==> src/rtl/pipe_ctrl_if.sv <==
// pipe_ctrl_if: hazard inputs from the pipeline and stall/flush controls back to it.
interface pipe_ctrl_if #(parameter int CNT_W = 32);
    logic [4:0] rs1_id, rs2_id, rd_ex;
    logic rs1_used_id, rs2_used_id, mem_read_ex, branch_taken_ex, md_start_ex, halt_req;
    logic stall_pc, stall_id, flush_id, stall_ex, flush_ex, pc_sel, halt_ack;
    logic [CNT_W-1:0] stall_cnt;
    modport master (
        output rs1_id, rs2_id, rd_ex, rs1_used_id, rs2_used_id, mem_read_ex,
               branch_taken_ex, md_start_ex, halt_req,
        input  stall_pc, stall_id, flush_id, stall_ex, flush_ex, pc_sel, halt_ack, stall_cnt
    );
    modport slave (
        input  rs1_id, rs2_id, rd_ex, rs1_used_id, rs2_used_id, mem_read_ex,
               branch_taken_ex, md_start_ex, halt_req,
        output stall_pc, stall_id, flush_id, stall_ex, flush_ex, pc_sel, halt_ack, stall_cnt
    );
endinterface

==> src/rtl/pipe_ctrl.sv <==
// pipe_ctrl: stall/flush generation for load-use, taken branches, mul/div occupancy and debug halt.
module pipe_ctrl #(
    parameter int MD_LAT = 4,
    parameter int CNT_W  = 32
) (
    input logic clk,
    input logic rst,
    pipe_ctrl_if.slave p
);
    typedef enum logic [1:0] {RUN, MD_BUSY, HALT} state_t;
    state_t state, state_nx;
    logic [3:0] md_cnt, md_cnt_nx;
    logic load_use;
    assign load_use = p.mem_read_ex && p.rd_ex != 5'd0 &&
                      ((p.rs1_used_id && p.rs1_id == p.rd_ex) || (p.rs2_used_id && p.rs2_id == p.rd_ex));
    always_comb begin
        {p.stall_pc, p.stall_id, p.flush_id, p.stall_ex, p.flush_ex, p.pc_sel, p.halt_ack} = '0;
        state_nx = state;
        md_cnt_nx = md_cnt;
        case (state)
            RUN: begin
                if (p.branch_taken_ex)
                    {p.pc_sel, p.flush_id, p.flush_ex} = 3'b111;
                else if (p.md_start_ex) begin
                    {p.stall_pc, p.stall_id, p.stall_ex} = 3'b111;
                    md_cnt_nx = 4'(MD_LAT - 2);
                end else if (load_use)
                    {p.stall_pc, p.stall_id, p.flush_ex} = 3'b111;
                // an accepted mul/div must finish its occupancy before a halt can take effect
                state_nx = (!p.branch_taken_ex && p.md_start_ex) ? MD_BUSY : p.halt_req ? HALT : RUN;
            end
            MD_BUSY: begin
                {p.stall_pc, p.stall_id, p.stall_ex} = 3'b111;
                md_cnt_nx = md_cnt - 4'd1;
                state_nx = md_cnt != 4'd0 ? MD_BUSY : p.halt_req ? HALT : RUN;
            end
            HALT: begin
                {p.stall_pc, p.stall_id, p.stall_ex, p.halt_ack} = 4'b1111;
                state_nx = p.halt_req ? HALT : RUN;
            end
            default: state_nx = RUN;
        endcase
        if (rst)
            {p.stall_pc, p.stall_id, p.flush_id, p.stall_ex, p.flush_ex, p.pc_sel, p.halt_ack} = '0;
    end
    always_ff @(posedge clk) begin
        if (rst) begin
            state <= RUN;
            md_cnt <= '0;
            p.stall_cnt <= '0;
        end else begin
            state <= state_nx;
            md_cnt <= md_cnt_nx;
            if (p.stall_pc)
                p.stall_cnt <= p.stall_cnt + CNT_W'(1);
        end
    end
endmodule
==> src/flat_wrapper.sv <==
// flat-port wrapper written by rule: the top's interface ports become plain ports
module pipe_ctrl_flat 
#(
    parameter int MD_LAT = 4,
    parameter int CNT_W  = 32
)
  (clk, rst, p_rs1_id, p_rs2_id, p_rd_ex, p_rs1_used_id, p_rs2_used_id, p_mem_read_ex, p_branch_taken_ex, p_md_start_ex, p_halt_req, p_stall_pc, p_stall_id, p_flush_id, p_stall_ex, p_flush_ex, p_pc_sel, p_halt_ack, p_stall_cnt);
  pipe_ctrl_if #(.CNT_W(CNT_W)) p_i ();
  input logic clk;
  input logic rst;
  input wire logic [$bits(p_i.rs1_id)-1:0] p_rs1_id;
  input wire logic [$bits(p_i.rs2_id)-1:0] p_rs2_id;
  input wire logic [$bits(p_i.rd_ex)-1:0] p_rd_ex;
  input wire logic [$bits(p_i.rs1_used_id)-1:0] p_rs1_used_id;
  input wire logic [$bits(p_i.rs2_used_id)-1:0] p_rs2_used_id;
  input wire logic [$bits(p_i.mem_read_ex)-1:0] p_mem_read_ex;
  input wire logic [$bits(p_i.branch_taken_ex)-1:0] p_branch_taken_ex;
  input wire logic [$bits(p_i.md_start_ex)-1:0] p_md_start_ex;
  input wire logic [$bits(p_i.halt_req)-1:0] p_halt_req;
  output wire logic [$bits(p_i.stall_pc)-1:0] p_stall_pc;
  output wire logic [$bits(p_i.stall_id)-1:0] p_stall_id;
  output wire logic [$bits(p_i.flush_id)-1:0] p_flush_id;
  output wire logic [$bits(p_i.stall_ex)-1:0] p_stall_ex;
  output wire logic [$bits(p_i.flush_ex)-1:0] p_flush_ex;
  output wire logic [$bits(p_i.pc_sel)-1:0] p_pc_sel;
  output wire logic [$bits(p_i.halt_ack)-1:0] p_halt_ack;
  output wire logic [$bits(p_i.stall_cnt)-1:0] p_stall_cnt;
  assign p_i.rs1_id = p_rs1_id;
  assign p_i.rs2_id = p_rs2_id;
  assign p_i.rd_ex = p_rd_ex;
  assign p_i.rs1_used_id = p_rs1_used_id;
  assign p_i.rs2_used_id = p_rs2_used_id;
  assign p_i.mem_read_ex = p_mem_read_ex;
  assign p_i.branch_taken_ex = p_branch_taken_ex;
  assign p_i.md_start_ex = p_md_start_ex;
  assign p_i.halt_req = p_halt_req;
  assign p_stall_pc = p_i.stall_pc;
  assign p_stall_id = p_i.stall_id;
  assign p_flush_id = p_i.flush_id;
  assign p_stall_ex = p_i.stall_ex;
  assign p_flush_ex = p_i.flush_ex;
  assign p_pc_sel = p_i.pc_sel;
  assign p_halt_ack = p_i.halt_ack;
  assign p_stall_cnt = p_i.stall_cnt;
  pipe_ctrl #(.MD_LAT(MD_LAT), .CNT_W(CNT_W)) u_core (.clk(clk), .rst(rst), .p(p_i));
endmodule
==> config.mk <==
export PLATFORM = sky130hd
export DESIGN_NAME = pipe_ctrl_flat
export DESIGN_NICKNAME = d
export VERILOG_FILES = /design/src/rtl/pipe_ctrl_if.sv /design/src/rtl/pipe_ctrl.sv /design/src/flat_wrapper.sv
export SDC_FILE = /design/constraint.sdc
export NUM_CORES = 1
export LEC_CHECK = 0
export ABC_CLOCK_PERIOD_IN_PS = 2400
export CAP_MARGIN = 20
export CORE_UTILIZATION = 45
export CTS_CLUSTER_DIAMETER = 120
export DETAILED_ROUTE_END_ITERATION = 10
export DONT_BUFFER_PORTS = 1
export GPL_TIMING_DRIVEN = 0
export PLACE_DENSITY = 0.63
export RECOVER_POWER = 25
export SETUP_SLACK_MARGIN = 0.4
export SLEW_MARGIN = 0
export SYNTH_ARGS = -nofsm -noshare
export SYNTH_HDL_FRONTEND = slang
export SYNTH_SLANG_ARGS = --single-unit
==> constraint.sdc <==
create_clock -name clk -period 2.4 [get_ports clk]
set_input_delay 0.24 -clock clk [delete_from_list [all_inputs] [get_ports clk]]
set_output_delay 0.24 -clock clk [all_outputs]
set_load 0.05 [all_outputs]
After elaboration in Yosys (flattened, before gate mapping)
Cells that the tools add are included.
{ "op_classes": {"muxes": 25, "eq_ne": 6, "reduce_logical": 13, "addsub": 2} }
{ "ops": {"columns": ["op", "count"], "rows": [
  ["adder 32 x 1 -> 32 bit (second input constant)", 1],
  ["2-to-1 mux 1 bit", 16],
  ["== test 5 bit", 2],
  ["2-to-1 mux 4 bit", 2],
  ["case mux 4 bit (2 select lines)", 1],
  ["2-to-1 mux 2 bit", 3],
  ["case mux 2 bit (3 select lines)", 1],
  ["logical AND 1 bit", 5],
  ["nonzero test 5 bit", 1],
  ["inequality test 2 bit (second input constant)", 2],
  ["case mux 1 bit (2 select lines)", 2],
  ["nonzero test 4 bit", 1],
  ["subtractor 4 x 1 -> 4 bit (second input constant)", 1],
  ["AND reduction 3 bit", 1],
  ["== test 2 x 1 -> 1 bit (second input constant)", 1],
  ["== test 2 bit (second input constant)", 1],
  ["logical NOT 2 bit", 1],
  ["nonzero test 2 bit", 1],
  ["OR reduction 2 bit", 1],
  ["logical NOT 1 bit", 1],
  ["logical OR 1 bit", 1]
]} }
{ "totals": {"in_bits": 23, "elab_cells": 49, "output_inout_bits": 39, "regBits": 38} }

Logic depth before layout (Yosys ltp)
{ "logic_depth": {"word_depth": 9, "mapped_depth": 10, "ltp_nobuf": 8} }

Worst setup path before layout
OpenSTA, ideal clock, no wires.
{ "synth_path": {"kind": "register -> output", "start": "reg u_core.state[0]", "end": "out p_stall_pc", "stages_incl_launch_ff": 10, "path_buffers": 3, "path_slack_ns": -0.108, "arrival_ns": 2.268, "cell_sequence": "dfxtp_1 -> inv_1 -> ha_1 -> nand2b_1 -> or4_1 -> o21a_1 -> buf_2 -> buf_2 -> inv_1 -> buf_4"} }
{ "synth_via": {"elab_chain_len": 4, "elab_cells_between_ends": 6, "cone_classes": "eq/ne (2); mux (2); reduce/logical (2)"} }
{ "synth_lines": {"columns": ["element", "line_no", "rtl"], "rows": [
  ["start, declared", "pipe_ctrl.sv:11", "state_t state, state_nx;"],
  ["start signal, assigned", "pipe_ctrl.sv:52", "state <= state_nx;"],
  ["== test 2 x 1 -> 1 bit or == test 2 bit (tied branches)", null, null],
  ["OR reduction 2 bit (no line)", null, null],
  ["case mux 1 bit (2 select lines) *", null, null],
  ["2-to-1 mux 1 bit *", null, null],
  ["end, declared", "flat_wrapper.sv:20", "output wire logic [$bits(p_i.stall_pc)-1:0] p_stall_pc;"]
]} }
Mark *: on every way between the ends. The rest lies on a longest branch, timed or not.

Final worst setup path
{ "layout_path": {"start": "reg u_core.state[1]", "end": "out p_stall_pc"} }
The elaborated chain is that of the path after synthesis.

==> flow_summary.ini <==
[grt]
grt_pass1_vias = 2029
overflow = 0
grt_pass1_wl_microns = 9791
antenna_found_initial = 0
grt_usage = 0.2507
grt_start_max_net_pins = 12

[yosys]
yosys-top-cells-count = 38 x dfxtp_1, 31 x a21oi_1, 21 x o21ai_0
yosysTopAreaCell = dfxtp_1
syn-num-nets = 294
synthCells = 265
yosysMostFrequentCell = dfxtp_1
yosysSeqAreaShare = 0.3585
yosysWarnings = 0
synth-seq-cells = 38
synth-edff-count = 0
synth_top_area_share = 0.3585
ys_async_sr_fraction = 0
ys_types = 44
syn_area_sq_um = 2122
avgSynthCellArea_sq_um = 8.008
synth_area_leaders = dfxtp_1 36%, a21oi_1 7.3%, or3_1 5.6%
synthFlopType = dfxtp_1

[die]
rows = 24
die_w_microns = 70.67
die_area_sq_um = 4994
pin_count = 62
die_y_microns = 70.67
start_util = 0.4775
core-area_sq_um = 4444

[worst_setup_path]
endpoint_kind = output pin
crit_type = register to output pin
required_ns = 2.16
critical_path_peak_fanout = 4
crit_arrival_ns = 2.22
cp-start-kind = register

[place]
dp_hpwl_microns = 3821
dp_worst_setup_slack_ns = -0.03922
port_buffers = 0
place.gp.congestion = 0.7388

[timing]
max_slew_margin = 0.4151
setup_violations = 4
fin_ws_ns = -0.06454
timing.final.crit_share = 1.027
min_period_ns = 2.465
rsz0062_at_grt = true
slew_viol_final = 0
clock-skew-final_ns = 0.007789
timing_hold_violations_final = 0
tightest_slew_ns = 0.8741
fmax_mhz = 405.8

[route]
wl_met1_microns = 2691
drtIter0Drc = 131
wl_microns = 6011
wl_per_cell_microns = 17.47
ant_nets = 0
first_pass_iters = 7
vias = 2121
wl_met2_microns = 2827
avgViaCountPerCell = 6.166
highest_layer = met4
drcViolationCount = 14
met3_length_microns = 392

[cells_and_area]
diodes = 0
utilization = 0.6619
drive_gt1_frac = 0.4144
area_growth_pct = 38.62
nets = 320

[clocking]
clock-sinks = 38
numCtsBuffers = 5
hold_buffers = 0
cts_tree = yes
max-clock-path-buffers = 2
root_buffer = clkbuf_8
path_clk_slew_ns = 0.07
h-tree-depth = 2
clk_latency_ns = 0.29

[power_and_ir_drop]
power.leakage_uw = 0.0009888
power.density_nw_per_um2 = 489.1
ir_worst_vdd_uv = 286.9

[worst_hold_path]
hold_path_class = input pin to register

[run]
maxCapViolations = 0

[outcome]
outcome = finished, violations left
violations = DRC, setup timing
[flip-flops by register name (all words and copies together) (netlist names)]
| signal | count |
|---|---|
| u_core.md_cnt | 4 |
| u_core.p.stall_cnt | 32 |
| u_core.state | 2 |
[path summary, 6_finish.rpt]
| path | from | to | slack [ns] | cells after the start |
|---|---|---|---|---|
| max | u_core.state[1] | p_stall_pc | -0.06 | 9 |
| min reg2reg | u_core.md_cnt[3] | u_core.md_cnt[3] | 0.49 | 1 |
| max reg2reg | u_core.p.stall_cnt[14] | u_core.p.stall_cnt[19] | -0.03 | 7 |
| min | p_halt_req | u_core.state[1] | 0.05 | 2 |
[cell type report]
| type | instances | area [sq um] |
|---|---|---|
| fillers | 349 | 1503 |
| plain buffers | 14 | 138.9 |
| well taps | 52 | 65.06 |
| multi-input cells | 201 | 1578 |
| inverters | 12 | 53.80 |
| flip-flops and latches | 38 | 814.5 |
| clock buffers | 8 | 101.3 |
| repair buffers | 19 | 190.2 |
[metal layers]
metal  vias up  track usage
met5         -            0
met4         0      0.09556
met3         8      0.07407
met2        72       0.4067
met1      1001       0.3160
li1       1040            -
[report_power, final]
part / internal [uW] / switching, uW / total, uW
Combinational: 123 / 157 / 280
Sequential: 632 / 30.2 / 662
Clock: 269 / 228 / 497
Total: 1020 / 415 / 1440
[worst max-delay path, cell delays in order, from the launching register on]
cell        delay [ns]
dfxtp_4           0.37
inv_4             0.06
ha_4              0.14
nand2b_4          0.06
or4_4             0.48
o21a_4            0.21
buf_6             0.11
buf_8             0.11
clkinvlp_4        0.20
buf_8             0.18
[layout by cell type, fill, tap and decap left out, types with 3 or more instances in the layout]
cell type,synthesis,routed
a21oi_1,31,12
a21oi_2,0,19
and2_1,3,3
and3_1,7,5
buf_4,2,15
buf_6,1,4
buf_8,0,6
clkbuf_1,8,6
clkbuf_8,0,6
dfxtp_1,38,21
dfxtp_2,0,4
dfxtp_4,0,13
ha_1,6,4
inv_1,12,9
nand2_1,16,15
nand3_1,10,10
nand4_1,8,8
nor2_1,12,12
nor3_1,7,3
nor3_4,0,3
nor4_1,3,3
o21ai_0,21,13
o21ai_1,0,5
o21ai_2,1,3
o31ai_1,9,5
o31ai_2,0,3
or3_1,19,6
or3_4,0,13
or4_1,12,4
or4_4,0,8
xor2_1,9,9
[timing repair]
action,CTS,global route
gates resized for setup,40,62
cloned,3,0
endpoints found under the setup margin,34,35
setup buffers,10,6
pin swaps,25,20
[cell families after synthesis]
kind of cell,count (synthesis),share of synthesized area
AOI/OAI and AO/OA,72,0.1975
DFF,38,0.3585
adders and majority gates,6,0.03538
buffers and inverters,26,0.05483
and+or+nand+nor,109,0.2936
muxes,3,0.01474
xor gates and xnor gates,11,0.04540
[per-stage QoR]
stage / std cells / setup TNS [ns] / power, uW / cell area (sq um) / hold slack, ns
floorplan: 265 / 0 / 822.3 / 2245 / 0.3487
global placement: 317 / -0.03740 / 857.8 / 2310 / 0.3644
detailed placement: 317 / -0.06690 / 859.6 / 2310 / 0.3657
CTS: 338 / -0.09309 / 1416 / 2664 / 0.04509
global route: 344 / -0.7618 / 1505 / 2942 / 0.04127
finish: 344 / -0.09760 / 1439 / 2942 / 0.04850
(Power assumes the default switching activity.)
